===== config.mk =====
export PLATFORM = sky130hd
export DESIGN_NAME = rv_lsu_ctrl
export DESIGN_NICKNAME = d
export VERILOG_FILES = /design/src/rtl/rv_lsu_ctrl.sv
export SDC_FILE = /design/constraint.sdc
export NUM_CORES = 1
export LEC_CHECK = 0
export BUFFER_PORTS_ARGS = -buffer_cell sky130_fd_sc_hd__buf_2
export CAP_MARGIN = 0
export CORE_MARGIN = 2
export CORE_UTILIZATION = 50
export DETAILED_ROUTE_END_ITERATION = 10
export HOLD_SLACK_MARGIN = 0.15
export PLACE_DENSITY = 0.85
export SLEW_MARGIN = 40
export SYNTH_ARGS = -nofsm -noshare
export SYNTH_HDL_FRONTEND = slang
export SYNTH_SLANG_ARGS = --single-unit

===== constraint.sdc =====
create_clock -name clk_i -period 2.34 [get_ports clk_i]
set_clock_uncertainty 0.15 [all_clocks]
set_input_delay 0.351 -clock clk_i [delete_from_list [all_inputs] [get_ports clk_i]]
set_output_delay 0.351 -clock clk_i [all_outputs]
set_load 0.01 [all_outputs]

===== src/rtl/rv_lsu_ctrl.sv =====
// Load/store unit controller: turns one MEM-stage request into one or two aligned
// bus beats, merges the returned bytes and reports a single completion pulse.
module rv_lsu_ctrl #(
  parameter int XLEN             = 32,
  parameter int MISALIGNED_SPLIT = 1
) (
  input  logic            clk_i,
  input  logic            rst_ni,
  input  logic            req_valid_i,
  output logic            req_ready_o,
  input  logic [XLEN-1:0] req_addr_i,
  input  logic [XLEN-1:0] req_wdata_i,
  input  logic            req_write_i,
  input  logic [1:0]      req_size_i,
  input  logic            req_unsigned_i,
  input  logic [4:0]      req_rd_i,
  output logic            bus_req_o,
  input  logic            bus_gnt_i,
  output logic [XLEN-1:0] bus_addr_o,
  output logic            bus_we_o,
  output logic [XLEN/8-1:0] bus_be_o,
  output logic [XLEN-1:0] bus_wdata_o,
  input  logic            bus_rvalid_i,
  input  logic [XLEN-1:0] bus_rdata_i,
  input  logic            bus_err_i,
  output logic            rsp_valid_o,
  output logic [XLEN-1:0] rsp_rdata_o,
  output logic [4:0]      rsp_rd_o,
  output logic            rsp_err_o,
  output logic            rsp_misaligned_o
);

  localparam int NB   = XLEN / 8;
  localparam int OFFW = $clog2(NB);
  localparam int SPAN = 2 * XLEN;

  typedef enum logic [2:0] {IDLE, REQ0, WAIT0, REQ1, WAIT1, RESP} state_t;

  state_t          state;
  logic [OFFW-1:0] off_q;
  logic [1:0]      size_q;
  logic            write_q;
  logic            unsigned_q;
  logic            split_q;
  logic            fault_q;
  logic [NB-1:0]   be_hi_q;
  logic [XLEN-1:0] wdata_hi_q;
  logic [SPAN-1:0] rbuf_q;

  // Extract the addressed bytes from the two-beat span and extend them to XLEN.
  function automatic logic [XLEN-1:0] load_fmt(input logic [SPAN-1:0] span,
                                               input logic [OFFW-1:0] off,
                                               input logic [1:0]      size,
                                               input logic            uns);
    logic [SPAN-1:0]        sh;
    logic signed [XLEN-1:0] v;
    int                     pad;
    sh  = span >> {off, 3'b000};
    pad = XLEN - (8 << size);
    if (pad < 0) pad = 0;
    v = $signed(sh[XLEN-1:0] << pad);
    if (uns) return $unsigned(v) >> pad;
    return $unsigned(v >>> pad);
  endfunction

  logic [OFFW-1:0] req_off;
  int              req_bytes;
  logic [2*NB-1:0] req_mask;
  logic [SPAN-1:0] req_wspan;
  logic            req_split;
  logic            req_fault;
  logic [XLEN-1:0] beat0_addr;
  logic [SPAN-1:0] rspan;
  logic [XLEN-1:0] rsp_data;

  always_comb begin
    req_off    = req_addr_i[OFFW-1:0];
    req_bytes  = 1 << req_size_i;
    req_mask   = (((2*NB)'(1) << req_bytes) - (2*NB)'(1)) << req_off;
    req_wspan  = {{XLEN{1'b0}}, req_wdata_i} << {req_off, 3'b000};
    req_split  = (int'(req_off) + req_bytes) > NB;
    req_fault  = ((XLEN == 32) && (req_size_i == 2'b11)) ||
                 (req_split && (MISALIGNED_SPLIT == 0));
    beat0_addr = {req_addr_i[XLEN-1:OFFW], {OFFW{1'b0}}};
  end

  // The beat arriving this cycle is merged in so the response can be registered
  // on the same edge that leaves the wait state.
  always_comb begin
    rspan = rbuf_q;
    if (state == WAIT0) rspan[XLEN-1:0]    = bus_rdata_i;
    if (state == WAIT1) rspan[SPAN-1:XLEN] = bus_rdata_i;
    rsp_data = write_q ? '0 : load_fmt(rspan, off_q, size_q, unsigned_q);
  end

  assign req_ready_o = (state == IDLE);

  always_ff @(posedge clk_i or negedge rst_ni) begin
    if (!rst_ni) begin
      state            <= IDLE;
      off_q            <= '0;
      size_q           <= '0;
      write_q          <= 1'b0;
      unsigned_q       <= 1'b0;
      split_q          <= 1'b0;
      fault_q          <= 1'b0;
      be_hi_q          <= '0;
      wdata_hi_q       <= '0;
      rbuf_q           <= '0;
      bus_req_o        <= 1'b0;
      bus_addr_o       <= '0;
      bus_we_o         <= 1'b0;
      bus_be_o         <= '0;
      bus_wdata_o      <= '0;
      rsp_valid_o      <= 1'b0;
      rsp_rdata_o      <= '0;
      rsp_rd_o         <= '0;
      rsp_err_o        <= 1'b0;
      rsp_misaligned_o <= 1'b0;
    end else begin
      rsp_valid_o <= 1'b0;
      case (state)
        IDLE: begin
          if (req_valid_i) begin
            off_q            <= req_off;
            size_q           <= req_size_i;
            write_q          <= req_write_i;
            unsigned_q       <= req_unsigned_i;
            split_q          <= req_split;
            fault_q          <= req_fault;
            be_hi_q          <= req_mask[2*NB-1:NB];
            wdata_hi_q       <= req_wspan[SPAN-1:XLEN];
            rbuf_q           <= '0;
            rsp_rd_o         <= req_rd_i;
            rsp_err_o        <= 1'b0;
            rsp_misaligned_o <= 1'b0;
            // Faulting requests never touch the bus, so its outputs keep their old values.
            if (!req_fault) begin
              bus_req_o   <= 1'b1;
              bus_addr_o  <= beat0_addr;
              bus_we_o    <= req_write_i;
              bus_be_o    <= req_mask[NB-1:0];
              bus_wdata_o <= req_wspan[XLEN-1:0];
            end
            state <= REQ0;
          end
        end
        REQ0: begin
          if (fault_q) begin
            rsp_misaligned_o <= 1'b1;
            rsp_valid_o      <= 1'b1;
            rsp_rdata_o      <= rsp_data;
            state            <= RESP;
          end else if (bus_gnt_i) begin
            bus_req_o <= 1'b0;
            state     <= WAIT0;
          end
        end
        WAIT0: begin
          if (bus_rvalid_i) begin
            rbuf_q[XLEN-1:0] <= bus_rdata_i;
            if (bus_err_i || !split_q) begin
              rsp_err_o   <= bus_err_i;
              rsp_valid_o <= 1'b1;
              rsp_rdata_o <= rsp_data;
              state       <= RESP;
            end else begin
              bus_req_o   <= 1'b1;
              bus_addr_o  <= bus_addr_o + XLEN'(NB);
              bus_be_o    <= be_hi_q;
              bus_wdata_o <= wdata_hi_q;
              state       <= REQ1;
            end
          end
        end
        REQ1: begin
          if (bus_gnt_i) begin
            bus_req_o <= 1'b0;
            state     <= WAIT1;
          end
        end
        WAIT1: begin
          if (bus_rvalid_i) begin
            rbuf_q[SPAN-1:XLEN] <= bus_rdata_i;
            rsp_err_o           <= bus_err_i;
            rsp_valid_o         <= 1'b1;
            rsp_rdata_o         <= rsp_data;
            state               <= RESP;
          end
        end
        RESP:    state <= IDLE;
        default: state <= IDLE;
      endcase
    end
  end

endmodule

==> impl_metrics.toml <==
[clock_network]
cts_root_buffer = "clkbuf_16"
cts_sinks = 202
clkTransAtPathRegs_ns = 0.06
cts_buffers = 24
cts_buffer_depth = 3
htreeDepth = 1
tritoncts = "built"
clk-insertion-delay-late_ns = 0.53

[status]
outcome = "finished with violations"
violations = "negative setup slack"

[final_layout]
final_common_cell = "nand2_1"
drive_gt1_share_pct = 24.83
fin_area_um2 = 14670
syn_to_final_growth_pct = 34.56
fill_cells = 1602
layout_common_cells = "nand2_1, buf_2, dfrtp_1"
utilization_pct = 67.86
nets = 1721
stdcell_count = 1904

[die]
fp.coreArea_um2 = 21620
start_util_pct = 50.43
die-area_um2 = 23010
die_x_um = 151.7
pin_count = 222
die_h_um = 151.7
num_rows = 54

[synth]
yosysTopAreaCellShare_pct = 46.36
synthCells = 1271
synthTopCellsByArea = "dfrtp_1, nand2_1, o21ai_0, mux2i_1, nor2_1"
synth_area_um2 = 10900
synth_top_area_cell = "dfrtp_1"
ys_warn_count = 0
synthArstFlopShare_pct = 100.0
synth_area_per_cell_um2 = 8.579
ys.flop_type = "dfrtp_1"
yosysSeqAreaShare_pct = 46.36
synth_edf_count = 0
ys_types = 59
ys_seq_elements = 202

[placement]
portBuffers = 219
dp_slack_ns = -0.1549
gp_congestion = 0.8964
dp_cells = 1752
dpl_cell_area_um2 = 12720
dp_hpwl_um = 24080

[setup_path]
crit_arrival_ns = 2.66
r2r-start = "state[2]"
crit_path_end = "rsp_rdata_o[13]"
criticalPathCategory = "register to register"
cp-startpoint = "state[2]"
worstPathRequired_ns = 2.59
worstRegToRegCells = 8
crit_path_start_kind = "register"
cp-end-kind = "register"
rrSetupSlack_ns = -0.06
cp_max_fo = 3
r2r-end = "rsp_rdata_o[13]"

[grt]
grt_pass1_vias = 11290
overflow = 0
track_usage_pct = 31.96
grt_pass1_wl_um = 58050
grt_max_degree = 65
antenna_found_initial = 0

[sta]
layout_setup_ws_ns = -0.06496
setup_violations = 23
fin_crit_ns = 2.405
finalMaxSlewViolations = 0
timing.slew.headroom_pct = 43.79
fin_crit_sh_pct = 102.8
finalHoldViolations = 0
max_freq_mhz = 415.8
tightest_slew_ns = 0.8400
rsz0062_at_grt = "yes"

[pwr]
irDropWorstVdd_mv = 0.8244
powerDensity_nw_per_um2 = 1215
p_leak_nw = 6.986

[detailed_routing]
wl_per_cell_um = 19.66
vias = 11540
routed_wl_um = 37430
viasPerCell = 6.063
ant_nets = 0
route.detailed.drc = 0
drt-initial-drc-count = 1279
first_pass_iters = 8

[run]
maxCapViolCount = 0

[worst_hold_path]
hold_path_class = "input pin to register"
[metal layers]
layer | vias up | share of wire [%] | global-route usage [%]
met1 | 5444 | 36 | 37.63
met4 | 0 | 5.1 | 14.54
met2 | 779 | 50 | 56.08
met3 | 180 | 9.4 | 6.677
li1 | 5141 | - | -
met5 | - | 0 | 0
[synthesized netlist by cell type (6+ instances only)]
cell type,n
mux2_2,23
nand4_1,10
clkbuf_1,74
mux2i_1,63
a21boi_0,6
inv_1,18
and2_1,8
nor2_1,91
o211ai_1,15
o22ai_1,10
a2bb2oi_1,8
nand2_1,300
nor3_1,25
o21ai_0,150
a21oi_1,63
buf_1,16
a22oi_1,17
o21a_1,9
a31oi_1,6
nand2b_1,7
dfrtp_1,202
nand3_2,10
a221oi_1,17
a22o_1,13
a221o_1,8
nand3_1,35
[critical path, cell delays in order, from the launching register on]
cell and delay (ns):
dfrtp_1 0.39, or3b_4 0.40, mux4_2 0.45, buf_4 0.15
mux2i_2 0.18, buf_4 0.15, nor4_1 0.04, a221oi_1 0.26
o21ai_1 0.10
[power by group]
part	switching (mW)	total, mW	internal [mW]	leakage [nW]
combinational	4.77	7.99	3.22	4.00
clock	1.48	3.70	2.22	0.393
sequential	1.18	6.14	4.96	2.60
total	7.43	17.8	10.4	6.99
[layout make-up]
class	instances	area [um^2]	share of cell area (%)
clock inverters	7	71.32	0.4861
inverters	18	67.56	0.4605
diodes	1	2.502	0.01705
clock buffers	36	715.7	4.878
well taps	280	350.3	2.388
flip-flops and latches	202	5062	34.50
multi-input cells	954	5479	37.34
repair buffers	406	2924	19.93
[timing repair]
action | CTS | global route
resized for setup | 10 | 16
setup buffers | 1 | 1
endpoints found under the hold margin | 333 | 0
hold buffers | 106 | 0
endpoints found under the setup margin | 31 | 48
pin swaps | 1 | 1
[flip-flops by register name (all words and copies together), names as in the netlist, 2 cells and up]
register and flops:
size_q 2, rsp_rd_o 5, be_hi_q 3, bus_be_o 4, rsp_rdata_o 32, state 3, off_q 2, bus_addr_o 30
bus_wdata_o 32, rbuf_q 56, wdata_hi_q 24
[stage by stage]
step	setup TNS (ns)	hold slack (ns)	power (mW)
after CTS	-0.6087	0.1514	17.46
after global placement	-2.753	0.1743	13.23
after global routing	-2.644	0.1686	18.86
after detailed placement	-2.830	0.1753	13.54
final	-0.7451	0.1647	17.83
after floorplan	0	-0.09459	10.49
[logic make-up after synthesis]
family	share of synthesized area (%)
XOR/XNOR	0.08034
buffers and inverters	4.222
AND/OR/NAND/NOR	20.53
flip-flops	46.36
other	0.03439
adder cells (fa/ha/maj)	0.5279
multiplexers	8.778
AO/OA/AOI/OAI	19.47
[how the worst min path moves through the flow]
| stage | depth (start not counted) | to | start | slack (ns) |
|---|---|---|---|---|
| finish | 4 | wdata_hi_q[7] | req_wdata_i[15] | 0.16 |
| global route | 4 | wdata_hi_q[7] | req_wdata_i[15] | 0.17 |
| CTS | 4 | wdata_hi_q[7] | req_wdata_i[15] | 0.15 |
| detailed placement | 1 | rsp_valid_o | rst_ni | 0.18 |
| global placement | 1 | rsp_valid_o | rst_ni | 0.17 |
| floorplan | 0 | be_hi_q[0] | rst_ni | -0.09 |
(Power assumes the default switching activity.)
